File: src/rtl/fft_peak_finder_if.sv
// fft_peak_finder_if: Avalon-ST source bus of the FFT core as seen by the peak finder.
interface fft_peak_finder_if;
  logic        source_valid;
  logic        source_ready;
  logic        source_sop;
  logic        source_eop;
  logic [1:0]  source_error;
  logic [31:0] source_real;
  logic [31:0] source_imag;
  modport master (
    output source_valid, source_sop, source_eop, source_error, source_real, source_imag,
    input  source_ready
  );
  modport slave (
    input  source_valid, source_sop, source_eop, source_error, source_real, source_imag,
    output source_ready
  );
endinterface

File: src/rtl/fft_peak_finder.sv
// fft_peak_finder: consumes one FFT frame, tracks the largest approximate-magnitude bin
// inside [MIN_BIN, MAX_BIN] and reports it once per clean frame.
module fft_peak_finder #(
  parameter int          FFT_PTS = 8192,
  parameter int          MIN_BIN = 2,
  parameter int          MAX_BIN = 4095,
  parameter logic [32:0] MIN_MAG = 33'd4096,
  localparam int         BW      = $clog2(FFT_PTS)
) (
  input  logic             CLOCK_50,
  input  logic             reset_n,
  fft_peak_finder_if.slave src,
  output logic [BW-1:0]    peak_bin,
  output logic [32:0]      peak_mag,
  output logic             peak_found,
  output logic             result_valid,
  output logic             frame_error
);
  localparam logic [BW-1:0] LAST = BW'(FFT_PTS - 1);
  localparam logic [BW-1:0] LO   = BW'(MIN_BIN);
  localparam logic [BW-1:0] HI   = BW'(MAX_BIN);
  typedef enum logic [1:0] {S_IDLE, S_SCAN, S_DRAIN, S_OUTPUT} state_t;
  state_t        r_state, w_next;
  logic [BW-1:0] r_cnt, r_s1_bin, r_s2_bin, r_pk_bin, w_bin;
  logic [1:0]    r_dcnt;
  logic          r_bad, r_s1_v, r_s1_win, r_s2_v;
  logic [31:0]   r_s1_re, r_s1_im, w_mx, w_mn;
  logic [32:0]   r_s2_mag, r_pk_mag;
  logic          w_scan, w_acc, w_sop, w_take, w_err, w_end, w_len_ok, w_good;
  assign w_scan           = r_state == S_SCAN;
  assign src.source_ready = reset_n & ((r_state == S_IDLE) | w_scan);
  assign w_acc            = src.source_valid & src.source_ready;
  assign w_sop            = w_acc & src.source_sop;
  assign w_take           = w_sop | (w_acc & w_scan);
  assign w_err            = w_take & (src.source_error != 2'd0);
  assign w_bin            = src.source_sop ? '0 : r_cnt;
  assign w_end            = w_acc & w_scan & !src.source_sop & (src.source_eop | (r_cnt == LAST));
  assign w_len_ok         = src.source_eop & (r_cnt == LAST);
  assign w_good           = w_len_ok & !r_bad & !w_err;
  assign w_mx             = r_s1_re > r_s1_im ? r_s1_re : r_s1_im;
  assign w_mn             = r_s1_re > r_s1_im ? r_s1_im : r_s1_re;
  assign result_valid     = r_state == S_OUTPUT;
  always_ff @(posedge CLOCK_50 or negedge reset_n)
    if (!reset_n) r_state <= S_IDLE;
    else r_state <= w_next;
  always_comb begin
    w_next = r_state;
    case (r_state)
      S_IDLE:  w_next = w_sop ? S_SCAN : S_IDLE;
      S_SCAN:  w_next = w_end ? (w_good ? S_DRAIN : S_IDLE) : S_SCAN;
      S_DRAIN: w_next = r_dcnt == 2'd2 ? S_OUTPUT : S_DRAIN;
      default: w_next = S_IDLE;
    endcase
  end
  // r_bad spoils only the current frame; frame_error stays up until a clean sop
  always_ff @(posedge CLOCK_50 or negedge reset_n)
    if (!reset_n) begin
      r_cnt       <= '0;
      r_dcnt      <= 2'd0;
      r_bad       <= 1'b0;
      frame_error <= 1'b0;
    end else begin
      r_cnt       <= w_sop ? BW'(1) : r_cnt + BW'(w_take);
      r_dcnt      <= r_state == S_DRAIN ? r_dcnt + 2'd1 : 2'd0;
      r_bad       <= w_sop ? w_err : r_bad | w_err;
      frame_error <= (w_sop & !w_scan) ? w_err
                   : frame_error | w_err | (w_sop & w_scan) | (w_end & !w_len_ok);
    end
  always_ff @(posedge CLOCK_50 or negedge reset_n)
    if (!reset_n) begin
      r_s1_v   <= 1'b0;
      r_s1_win <= 1'b0;
      r_s1_bin <= '0;
      r_s1_re  <= '0;
      r_s1_im  <= '0;
      r_s2_v   <= 1'b0;
      r_s2_mag <= '0;
      r_s2_bin <= '0;
      r_pk_mag <= '0;
      r_pk_bin <= '0;
    end else begin
      r_s1_v   <= w_take;
      r_s1_win <= (w_bin >= LO) && (w_bin <= HI);
      r_s1_bin <= w_bin;
      r_s1_re  <= src.source_real[31] ? -src.source_real : src.source_real;
      r_s1_im  <= src.source_imag[31] ? -src.source_imag : src.source_imag;
      r_s2_v   <= r_s1_v & r_s1_win & !w_sop;
      r_s2_mag <= {1'b0, w_mx} + {2'b0, w_mn[31:1]};
      r_s2_bin <= r_s1_bin;
      if (w_sop) begin
        r_pk_mag <= '0;
        r_pk_bin <= '0;
      end else if (r_s2_v && (r_s2_mag > r_pk_mag)) begin
        r_pk_mag <= r_s2_mag;
        r_pk_bin <= r_s2_bin;
      end
    end
  always_ff @(posedge CLOCK_50 or negedge reset_n)
    if (!reset_n) begin
      peak_bin   <= '0;
      peak_mag   <= '0;
      peak_found <= 1'b0;
    end else if ((r_state == S_DRAIN) && (r_dcnt == 2'd2)) begin
      peak_bin   <= r_pk_bin;
      peak_mag   <= r_pk_mag;
      peak_found <= r_pk_mag >= MIN_MAG;
    end
endmodule

File: src/flat_wrapper.sv
// flat-port wrapper written by rule: the top's interface ports become plain ports
module fft_peak_finder_flat 
#(
  parameter int          FFT_PTS = 8192,
  parameter int          MIN_BIN = 2,
  parameter int          MAX_BIN = 4095,
  parameter logic [32:0] MIN_MAG = 33'd4096,
  localparam int         BW      = $clog2(FFT_PTS)
)
  (CLOCK_50, reset_n, peak_bin, peak_mag, peak_found, result_valid, frame_error, src_source_valid, src_source_sop, src_source_eop, src_source_error, src_source_real, src_source_imag, src_source_ready);
  fft_peak_finder_if src_i ();
  input  logic CLOCK_50;
  input  logic reset_n;
  output logic [BW-1:0] peak_bin;
  output logic [32:0] peak_mag;
  output logic peak_found;
  output logic result_valid;
  output logic frame_error;
  input wire logic [$bits(src_i.source_valid)-1:0] src_source_valid;
  input wire logic [$bits(src_i.source_sop)-1:0] src_source_sop;
  input wire logic [$bits(src_i.source_eop)-1:0] src_source_eop;
  input wire logic [$bits(src_i.source_error)-1:0] src_source_error;
  input wire logic [$bits(src_i.source_real)-1:0] src_source_real;
  input wire logic [$bits(src_i.source_imag)-1:0] src_source_imag;
  output wire logic [$bits(src_i.source_ready)-1:0] src_source_ready;
  assign src_i.source_valid = src_source_valid;
  assign src_i.source_sop = src_source_sop;
  assign src_i.source_eop = src_source_eop;
  assign src_i.source_error = src_source_error;
  assign src_i.source_real = src_source_real;
  assign src_i.source_imag = src_source_imag;
  assign src_source_ready = src_i.source_ready;
  fft_peak_finder #(.FFT_PTS(FFT_PTS), .MIN_BIN(MIN_BIN), .MAX_BIN(MAX_BIN), .MIN_MAG(MIN_MAG)) u_core (.CLOCK_50(CLOCK_50), .reset_n(reset_n), .src(src_i), .peak_bin(peak_bin), .peak_mag(peak_mag), .peak_found(peak_found), .result_valid(result_valid), .frame_error(frame_error));
endmodule
File: config.mk
export PLATFORM = sky130hd
export DESIGN_NAME = fft_peak_finder_flat
export DESIGN_NICKNAME = d
export VERILOG_FILES = /design/src/rtl/fft_peak_finder_if.sv /design/src/rtl/fft_peak_finder.sv /design/src/flat_wrapper.sv
export SDC_FILE = /design/constraint.sdc
export NUM_CORES = 1
export LEC_CHECK = 0
export BUFFER_PORTS_ARGS = -buffer_cell sky130_fd_sc_hd__buf_4
export CORE_MARGIN = 1.5
export CORE_UTILIZATION = 55
export DETAILED_ROUTE_END_ITERATION = 8
export MAX_ROUTING_LAYER = met4
export PLACE_DENSITY_LB_ADDON = 0.15
export SLEW_MARGIN = 25
export SYNTH_ARGS = -nofsm -noshare
export SYNTH_HDL_FRONTEND = slang
export SYNTH_SLANG_ARGS = --single-unit
File: constraint.sdc
create_clock -name CLOCK_50 -period 10.3 [get_ports CLOCK_50]
set_clock_uncertainty 0.05 [all_clocks]
set_input_delay 0.515 -clock CLOCK_50 [delete_from_list [all_inputs] [get_ports CLOCK_50]]
set_output_delay 0.515 -clock CLOCK_50 [all_outputs]
set_load 0.01 [all_outputs]
==> results of run 1 <==
## worst reg2reg max path, cell delays in order (launching register included)
cell and delay, ns:
dfrtp_1 0.34, inv_1 0.05, ha_1 0.32, a2111oi_0 0.40
o21ai_0 0.16, a311oi_1 0.30, nor2_1 0.07, a2111oi_0 0.69
a21oi_4 0.10, buf_4 0.40, mux2_2 0.41, ha_1 0.36
a2111oi_0 0.43, o21ai_0 0.25, a31oi_1 0.37, o21ai_0 0.26
a21boi_0 0.52, o211ai_1 0.18, o211ai_1 0.15, xnor2_1 0.14
## Yosys cell counts, types with 9 or more instances
| cell type | instances |
|---|---|
| dfrtp_1 | 238 |
| o21ai_0 | 157 |
| nand2_1 | 111 |
| ha_1 | 101 |
| a21oi_1 | 98 |
| xnor2_1 | 82 |
| inv_1 | 81 |
| nand3_1 | 60 |
| clkbuf_1 | 47 |
| mux2_2 | 46 |
| nor2_1 | 38 |
| a21o_1 | 29 |
| nand4_1 | 23 |
| nor2b_1 | 20 |
| o31ai_1 | 18 |
| xor2_1 | 16 |
| nor4_1 | 14 |
| nand2b_1 | 13 |
| or3_1 | 11 |
| and3_1 | 9 |
| nor3_1 | 9 |
## cells by family (layout without fill, tap and decap cells)
logic type | after synthesis | count (layout) | synth area share
compound gates | 356 | 356 | 0.160
simple gates | 338 | 338 | 0.135
flops | 238 | 238 | 0.460
buf+inv | 133 | 251 | 0.0387
fa+ha+maj | 102 | 102 | 0.0992
xor+xnor | 98 | 98 | 0.0663
mux | 47 | 47 | 0.0408
## through the flow
step | hold WS (ns) | std cells | setup WS [ns]
2_1_floorplan | 0.169 | 1312 | 5.39
3_3_place_gp | 0.284 | 1700 | 4.51
3_5_place_dp | 0.286 | 1700 | 4.29
4_1_cts | 0.0522 | 1743 | 4.26
5_1_grt | 0.0565 | 1743 | 3.68
6_report | 0.0691 | 1743 | 4.28
## registers in the layout, indices dropped and copies added, names as in the netlist, 2 cells and up
register / count
u_core.peak_mag: 33
u_core.r_pk_mag: 33
u_core.r_s2_mag: 33
u_core.r_s1_im: 32
u_core.r_s1_re: 32
u_core.peak_bin: 13
u_core.r_cnt: 13
u_core.r_pk_bin: 13
u_core.r_s1_bin: 13
u_core.r_s2_bin: 13
u_core.r_dcnt: 2
u_core.r_state: 2
## power groups by stage
stage | sequential, mW | clock, mW | combinational [mW]
after floorplan | 1.18 | 0 | 0.852
after global placement | 1.22 | 0 | 1.08
after detailed placement | 1.22 | 0 | 1.11
after CTS | 1.21 | 0.906 | 1.12
after global routing | 1.23 | 0.946 | 1.28
final | 1.21 | 0.889 | 1.12
## layout by cell type (no fill, tap or decap), drive strengths merged, types with 7 or more instances in the layout
cell type,count
buf,127
or3,14
inv,81
xor2,16
a21o,29
nand2b,14
or4,8
clkbuf,32
a21oi,98
and3,9
nor2b,20
o21bai,7
nand4,23
nor4,15
nor3,10
nor2,38
o211ai,8
o21ai,162
nand2,111
xnor2,82
nand3,60
dfrtp,238
ha,101
mux2,46
o41ai,9
o31ai,18
## what timing repair did
action	4_1_cts	5_1_grt
resized for setup	0	0
hold endpoints to repair	87	0
hold buffers	1	0
## per-layer routing
metal | wire length (um) | global-route usage | up-vias
li1 | - | - | 4842
met1 | 13200 | 0.323 | 4488
met2 | 11500 | 0.348 | 206
met3 | 1060 | 0.0294 | 38
met4 | 463 | 0.0549 | 0
met5 | 0 | - | -
## worst max path at each step
stage	slack [ns]	cells after the start	startpoint	to
final	4.28	19	u_core.r_s1_im[19]	u_core.r_s2_mag[25]
after global routing	3.68	19	u_core.r_s1_im[19]	u_core.r_s2_mag[25]
after CTS	4.26	19	u_core.r_s1_im[19]	u_core.r_s2_mag[25]
after detailed placement	4.29	18	u_core.r_s1_re[19]	u_core.r_s2_mag[25]
after global placement	4.51	18	u_core.r_s1_im[19]	u_core.r_s2_mag[29]
after floorplan	5.39	21	u_core.r_s1_im[19]	u_core.r_s2_mag[26]
## cell type report
type,count,area (sq um),share of cell area
multi-input combinational,941,6510,0.435
sequential,238,5960,0.398
timing repair buffer,128,975,0.0651
clock buffer,32,681,0.0455
tap,313,392,0.0262
inverter,81,304,0.0203
clock inverter,10,141,0.00945
==> metrics.cfg, run 1 <==
[clock_tree]
path_clk_slew_ns=0.06
clk_latency_ns=0.53
cts_tree=done
cts.htree.levels=1
cts_made_buffers=24
root_buffer=clkbuf_16
postCtsSetupBuffers=0
cts.sinks=238
clockBufferDepth=3

[floorplanning]
pin_count=121
fp-row-count=55
die_w_um=156
die_h_um=156
coreArea_sq_um=22800
dieArea_sq_um=24500
start_util=0.566

[synth]
synth.top_cell.area_share=0.460
netlist_area_sq_um=12900
synth_edf_count=0
synthArstFlopShare=1.00
ys.flop_type=dfrtp_1
yosys.area.top_type=dfrtp_1
ys_ff_latch=238
yosys_warnings=0
synth.net_count=1485
seq_area_frac_synth=0.460
synth_cells=1312
avgSynthCellArea_sq_um=9.86
synthDistinctLibCells=59
synth_area_leaders=dfrtp_1, ha_1, o21ai_0

[worst_setup_path]
crit_path_end_kind=register
path_buf_inv=2
r2r_cells=19
r2r_start=u_core.r_s1_im[19]
cp.required_ns=10.68
critical-path-top-delay-family=compound AO/OA/AOI/OAI gates
reg2reg_to=u_core.r_s2_mag[25]
cp-start-kind=register
r2r_slack_ns=4.28
arrival_ns=6.40
critPathSlowestCell=a2111oi_0
cp_cell_sequence=inv_1 -> ha_1 -> a2111oi_0 -> o21ai_0 -> a311oi_1 -> nor2_1 -> a2111oi_0 -> a21oi_4 -> buf_4 -> mux2_2 -> ha_1 -> a2111oi_0 -> o21ai_0 -> a31oi_1 -> o21ai_0 -> a21boi_0 -> o211ai_1 -> o211ai_1 -> xnor2_1
crit_type=reg2reg
path_max_fanout=93
crit_path_max_incr_delay_ns=0.69

[hold_path]
hold_start=src_source_imag[0]
hp-class=in2reg
hold_depth=1
whs_endpoint=u_core.r_s1_im[0]

[route]
drc=0
wl_per_cell_um=15.0
routed_wl_um=26200
vias=9574
postRouteAntennaNets=0
first_pass_iters=5
drt-initial-drc-count=510
viasPerCell=5.49

[pwr]
p_int_mw=2.14
p_leak_nw=6.85
power_frac_comb=0.347
powerDensity_nw_per_um2=215
clock_power_share=0.276
power_mw=3.22
switching_share=0.336
ir_worst_vdd_mv=0.135
power.switching_mw=1.08
seqPwrFrac=0.376

[sta]
rsz0062_at_grt=false
post-route-min-period_ns=6.02
hold_viol=0
tightest_slew_ns=1.04
max_slew_margin=0.310
drv_slew=0
period_share=0.584
setup_viol=0
fmax_mhz=166
setup_tns_ns=0

[placed_design]
portBuffers=120
gp_congestion=0.916
post_dp_cell_area_sq_um=14100
detailed_place_hpwl_um=19500

[finish]
fin_util=0.655
antennaDiodeCount=0
areaGrowthSynthToFinish_pct=15.6
stdcell_area_sq_um=15000
drive_gt1_frac=0.164
fin_nets=1587
fillCellCount=1878

[global_route]
antenna_found_initial=0
grt_pass1_vias=9254
grt_overflow_total=0
grt_usage=0.227
grt_first_pass_wirelength_um=44400
grt_max_degree=94

[run]
drv_cap=0

[run_status]
status=completed

No activity file was read; power rests on OpenSTA's default activity.
==> run 2: changes to the inputs <==
==> constraint.sdc (replaced) <==
create_clock -name CLOCK_50 -period 6 [get_ports CLOCK_50]
set_clock_uncertainty 0.05 [all_clocks]
set_input_delay 0.3 -clock CLOCK_50 [delete_from_list [all_inputs] [get_ports CLOCK_50]]
set_output_delay 0.3 -clock CLOCK_50 [all_outputs]
set_load 0.01 [all_outputs]
==> metrics.cfg, run 2 (synthesis results as in run 1) <==
[sta]
hold_ws_ns=0.0464
setup_viol=0
tightest_slew_ns=1.03
setup_tns_ns=0
post-route-min-period_ns=5.57
drv_slew=0
period_share=0.929
rsz0062_at_grt=false
fmax_mhz=179
max_slew_margin=0.314
hold_viol=0

[finish]
final_cell_mix=dfrtp_1, o21ai_0, buf_4, nand2_1, ha_1
largest_registers=u_core.peak_mag: 33 flops, u_core.r_pk_mag: 33 flops, u_core.r_s2_mag: 33 flops
drive_gt1_frac=0.159
final_common_cell=dfrtp_1
fin_nets=1648
areaGrowthSynthToFinish_pct=20.7
fin_util=0.684
stdcell_area_sq_um=15600

[run_status]
status=completed

[global_route]
antenna_found_initial=1
grt_overflow_total=0
grt_max_degree=95
grt_first_pass_wirelength_um=46200
grt_pass1_vias=9610
grt_usage=0.238

[worst_setup_path]
cp-start-kind=register
cp.required_ns=6.39
path_max_fanout=71
critPathSlowestCell=nor4_1
crit_path_end_kind=register
crit_path_max_incr_delay_ns=0.68
cp_cell_sequence=inv_1 -> ha_1 -> nand4_1 -> nor4_1 -> o21ai_0 -> a21oi_4 -> buf_6 -> mux2_2 -> ha_1 -> a21oi_1 -> o21ai_0 -> a31oi_1 -> o21ai_0 -> a21boi_0 -> o211ai_1 -> o211ai_1 -> xnor2_1
arrival_ns=5.96
crit_type=reg2reg
timing.critical_path.mode_cell=o21ai_0

[route]
viasPerCell=5.50
first_pass_iters=5
vias=9932
drt-initial-drc-count=567
routed_wl_um=27400
postRouteAntennaNets=0
drc=0
wl_per_cell_um=15.2

[floorplanning]
fp-row-count=55
pin_count=121
die_h_um=156
start_util=0.566
die_w_um=156
dieArea_sq_um=24500
coreArea_sq_um=22800

[placed_design]
detailed_place_hpwl_um=19500
post_dp_cell_area_sq_um=14100
gp_congestion=0.914
portBuffers=120

[clock_tree]
cts_made_buffers=24
cts.sinks=238
root_buffer=clkbuf_16
path_clk_slew_ns=0.06
cts_tree=done
clk_latency_ns=0.51
clockBufferDepth=3
cts.htree.levels=1
postCtsSetupBuffers=0

[pwr]
p_leak_nw=7.13
ir_worst_vdd_mv=0.205
powerDensity_nw_per_um2=360

[hold_path]
hp-class=in2reg

[run]
drv_cap=0

-- run 2: cell types whose count changed in the layout (fill, tap and decap cells not counted) --
cell,delta
clkbuf_16,+1
dlygate4sd3_1,+60
clkbuf_1,-1
buf_6,+1
clkinvlp_4,-1
diode_2,+1
clkbuf_8,+2
-- run 2: layer usage --
layer | track usage | up-vias | part of all wire
li1 | - | 4972 | -
met1 | 0.335 | 4680 | 0.49
met2 | 0.366 | 236 | 0.44
met3 | 0.0260 | 44 | 0.040
met4 | 0.0653 | 0 | 0.021
met5 | - | - | 0
-- run 2: where the power goes --
| group | total, mW | internal, mW | switching, mW | leakage, nW |
|---|---|---|---|---|
| Sequential | 2.08 | 1.89 | 0.192 | 3.08 |
| Combinational | 1.97 | 0.889 | 1.08 | 3.63 |
| Clock | 1.57 | 0.976 | 0.598 | 0.426 |
| Total | 5.62 | 3.75 | 1.87 | 7.13 |
-- run 2: critical path, delay by kind of cell (launching register included) --
| family | cells | cell delay, ns |
|---|---|---|
| simple gates | 2 | 0.85 |
| mux | 1 | 0.40 |
| flops | 1 | 0.35 |
| compound gates | 9 | 2.49 |
| fa+ha+maj | 2 | 0.65 |
| buf+inv | 2 | 0.53 |
| xor+xnor | 1 | 0.14 |
-- run 2: cell type report --
type,instances,area [sq um]
diodes,1,2.50
clock buffers,34,729
clock inverters,9,134
fillers,1775,7230
inverters,81,304
multi-input cells,941,6510
flip-flops and latches,238,5960
well taps,313,392
repair buffers,189,1590
-- run 2: worst paths after layout --
| path | slack [ns] | to | from | cells past startpoint |
|---|---|---|---|---|
| worst min-delay path | 0.05 | u_core.r_s1_bin[0] | src_source_sop | 2 |
| min in group asynchronous | 0.33 | u_core.peak_bin[10] | reset_n | 2 |
| worst max-delay path | 0.43 | u_core.r_s2_mag[25] | u_core.r_s1_im[30] | 17 |
| worst min register to register | 0.30 | u_core.r_s2_bin[7] | u_core.r_s1_bin[7] | 0 |
| worst max register to register | 0.43 | u_core.r_s2_mag[25] | u_core.r_s1_im[30] | 17 |
| max in group asynchronous | 3.70 | u_core.r_s1_im[23] | reset_n | 4 |
-- run 2: stage by stage --
| step | power, mW | setup slack, ns | instances |
|---|---|---|---|
| after floorplan | 3.49 | 1.09 | 1312 |
| after global placement | 3.96 | 0.432 | 1701 |
| after detailed placement | 4.01 | 0.298 | 1701 |
| after CTS | 5.65 | 0.285 | 1805 |
| after global routing | 6.02 | 0.0228 | 1806 |
| final | 5.62 | 0.427 | 1806 |
-- run 2: timing repair --
item,in CTS,in global routing
hold buffers,61,0
endpoints found under the setup margin,0,3
resized for setup,0,1
endpoints found under the hold margin,154,0
==> run 3: changes to the inputs <==
--- a/config.mk
+++ b/config.mk
@@ -6,6 +6,7 @@
 export NUM_CORES = 1
 export LEC_CHECK = 0
 export BUFFER_PORTS_ARGS = -buffer_cell sky130_fd_sc_hd__buf_4
+export CORE_ASPECT_RATIO = 1.5
 export CORE_MARGIN = 1.5
 export CORE_UTILIZATION = 55
 export DETAILED_ROUTE_END_ITERATION = 8
==> metrics.cfg, run 3 (synthesis results as in run 1) <==
[run_status]
status=completed

[global_route]
grt_overflow_total=0
grt_usage=0.239
grt_first_pass_wirelength_um=46400
grt_pass1_vias=10000
antenna_found_initial=0
grt_max_degree=127

[pwr]
p_leak_nw=7.07
clock_power_share=0.254
switching_share=0.335
power_frac_comb=0.365
p_int_mw=3.59
ir_worst_vdd_mv=0.204
powerDensity_nw_per_um2=348
seqPwrFrac=0.381
power.switching_mw=1.81
power_mw=5.40

[sta]
setup_ws_ns=0.633
max_slew_margin=0.367
rsz0062_at_grt=false
period_share=0.894
tightest_slew_ns=0.950
drv_slew=0
setup_viol=0
setup_tns_ns=0
post-route-min-period_ns=5.37
hold_viol=0
fmax_mhz=186

[worst_setup_path]
critPathSlowestCell=a21boi_0
path_max_fanout=21
r2r_slack_ns=0.63
cp_cell_sequence=inv_1 -> ha_1 -> a2111oi_0 -> o21ai_0 -> a311oi_1 -> nor2_1 -> a2111oi_0 -> buf_4 -> a21oi_4 -> mux2_2 -> ha_1 -> a2111oi_0 -> o21ai_0 -> a31oi_1 -> o21ai_0 -> a21boi_0 -> o21a_1 -> nand3_1 -> o211ai_1
crit_path_max_incr_delay_ns=0.51
r2r_start=u_core.r_s1_im[19]
crit_type=reg2reg
reg2reg_to=u_core.r_s2_mag[29]
cp-start-kind=register
arrival_ns=5.73
crit_path_end_kind=register
cp.required_ns=6.36
r2r_cells=19

[finish]
fin_nets=1650
drive_gt1_frac=0.158
antennaDiodeCount=0
areaGrowthSynthToFinish_pct=19.7
final_cell_mix=dfrtp_1, o21ai_0, buf_4, nand2_1, ha_1
stdcell_area_sq_um=15500
fin_util=0.672
largest_registers=u_core.peak_mag: 33 flops, u_core.r_pk_mag: 33 flops, u_core.r_s2_mag: 33 flops
final_common_cell=dfrtp_1

[placed_design]
detailed_place_hpwl_um=19700
gp_congestion=0.862
preCtsSetupSlack_ns=0.662
portBuffers=120
post_dp_cell_area_sq_um=14200

[clock_tree]
cts.htree.levels=1
postCtsResizedCells=0
clk_latency_ns=0.50
cts_tree=done
clockBufferDepth=3
root_buffer=clkbuf_16
path_clk_slew_ns=0.07
cts.sinks=238
cts_made_buffers=21

[route]
routed_wl_um=27400
first_pass_iters=5
drc=0
viasPerCell=5.53
vias=9977
wl_per_cell_um=15.2
postRouteAntennaNets=0
drt-initial-drc-count=427

[hold_path]
whs_endpoint=u_core.r_s1_bin[0]
hold_start=src_source_sop
hp-class=in2reg
hold_depth=2

[floorplanning]
die_w_um=128
dieArea_sq_um=24500
pin_count=121
die_h_um=191
start_util=0.561
fp-row-count=68
coreArea_sq_um=23100

[run]
drv_cap=0

-- run 3: final cells by class --
| type | count | area (sq um) |
|---|---|---|
| fill | 1829 | 7560 |
| multi-input combinational | 941 | 6510 |
| sequential | 238 | 5960 |
| timing repair buffer | 194 | 1620 |
| clock buffer | 25 | 561 |
| tap | 315 | 394 |
| inverter | 81 | 304 |
| clock inverter | 11 | 148 |
-- run 3: timing repair --
| action | 4_1_cts | 5_1_grt |
|---|---|---|
| hold buffers | 61 | 0 |
| endpoints found under the hold margin | 186 | 0 |
| setup buffers | 0 | 0 |
-- run 3: power groups by stage --
stage / clock network [mW] / registers [mW] / logic, mW
after global placement: 0 / 2.08 / 1.89
after floorplan: 0 / 2.02 / 1.46
after detailed placement: 0 / 2.08 / 1.93
final: 1.37 / 2.06 / 1.97
after global routing: 1.47 / 2.09 / 2.25
after CTS: 1.41 / 2.05 / 1.98
-- run 3: worst max path at each step --
stage | start | to | slack [ns] | cells after the start
global placement | u_core.r_s1_im[19] | u_core.r_s2_mag[25] | 0.89 | 19
CTS | u_core.r_s1_im[19] | u_core.r_s2_mag[29] | 0.62 | 19
global route | u_core.r_s1_im[19] | u_core.r_s2_mag[29] | 0.17 | 19
floorplan | u_core.r_s1_im[19] | u_core.r_s2_mag[26] | 1.09 | 21
detailed placement | u_core.r_s1_im[19] | u_core.r_s2_mag[29] | 0.66 | 19
finish | u_core.r_s1_im[19] | u_core.r_s2_mag[29] | 0.63 | 19
-- run 3: stage by stage --
| step | hold WS, ns | instances |
|---|---|---|
| 2_1_floorplan | -0.0456 | 1312 |
| 3_3_place_gp | 0.284 | 1708 |
| 3_5_place_dp | 0.287 | 1708 |
| 4_1_cts | 0.0173 | 1805 |
| 5_1_grt | 0.0430 | 1805 |
| 6_report | 0.0358 | 1805 |
-- run 3: critical path: cells and delay by family (launching register included) --
| family | cells | cell delay [ns] |
|---|---|---|
| AO/OA/AOI/OAI | 12 | 3.44 |
| multiplexers | 1 | 0.32 |
| buffers and inverters | 2 | 0.28 |
| flip-flops | 1 | 0.35 |
| adder cells (fa/ha/maj) | 2 | 0.68 |
| AND/OR/NAND/NOR | 2 | 0.17 |
-- run 3: per-layer routing --
metal | GRT usage | wire length (um) | up-vias
li1 | - | - | 4962
met5 | - | 0 | -
met3 | 0.0213 | 779 | 57
met4 | 0.0942 | 1000 | 0
met1 | 0.265 | 11200 | 4741
met2 | 0.438 | 14500 | 217
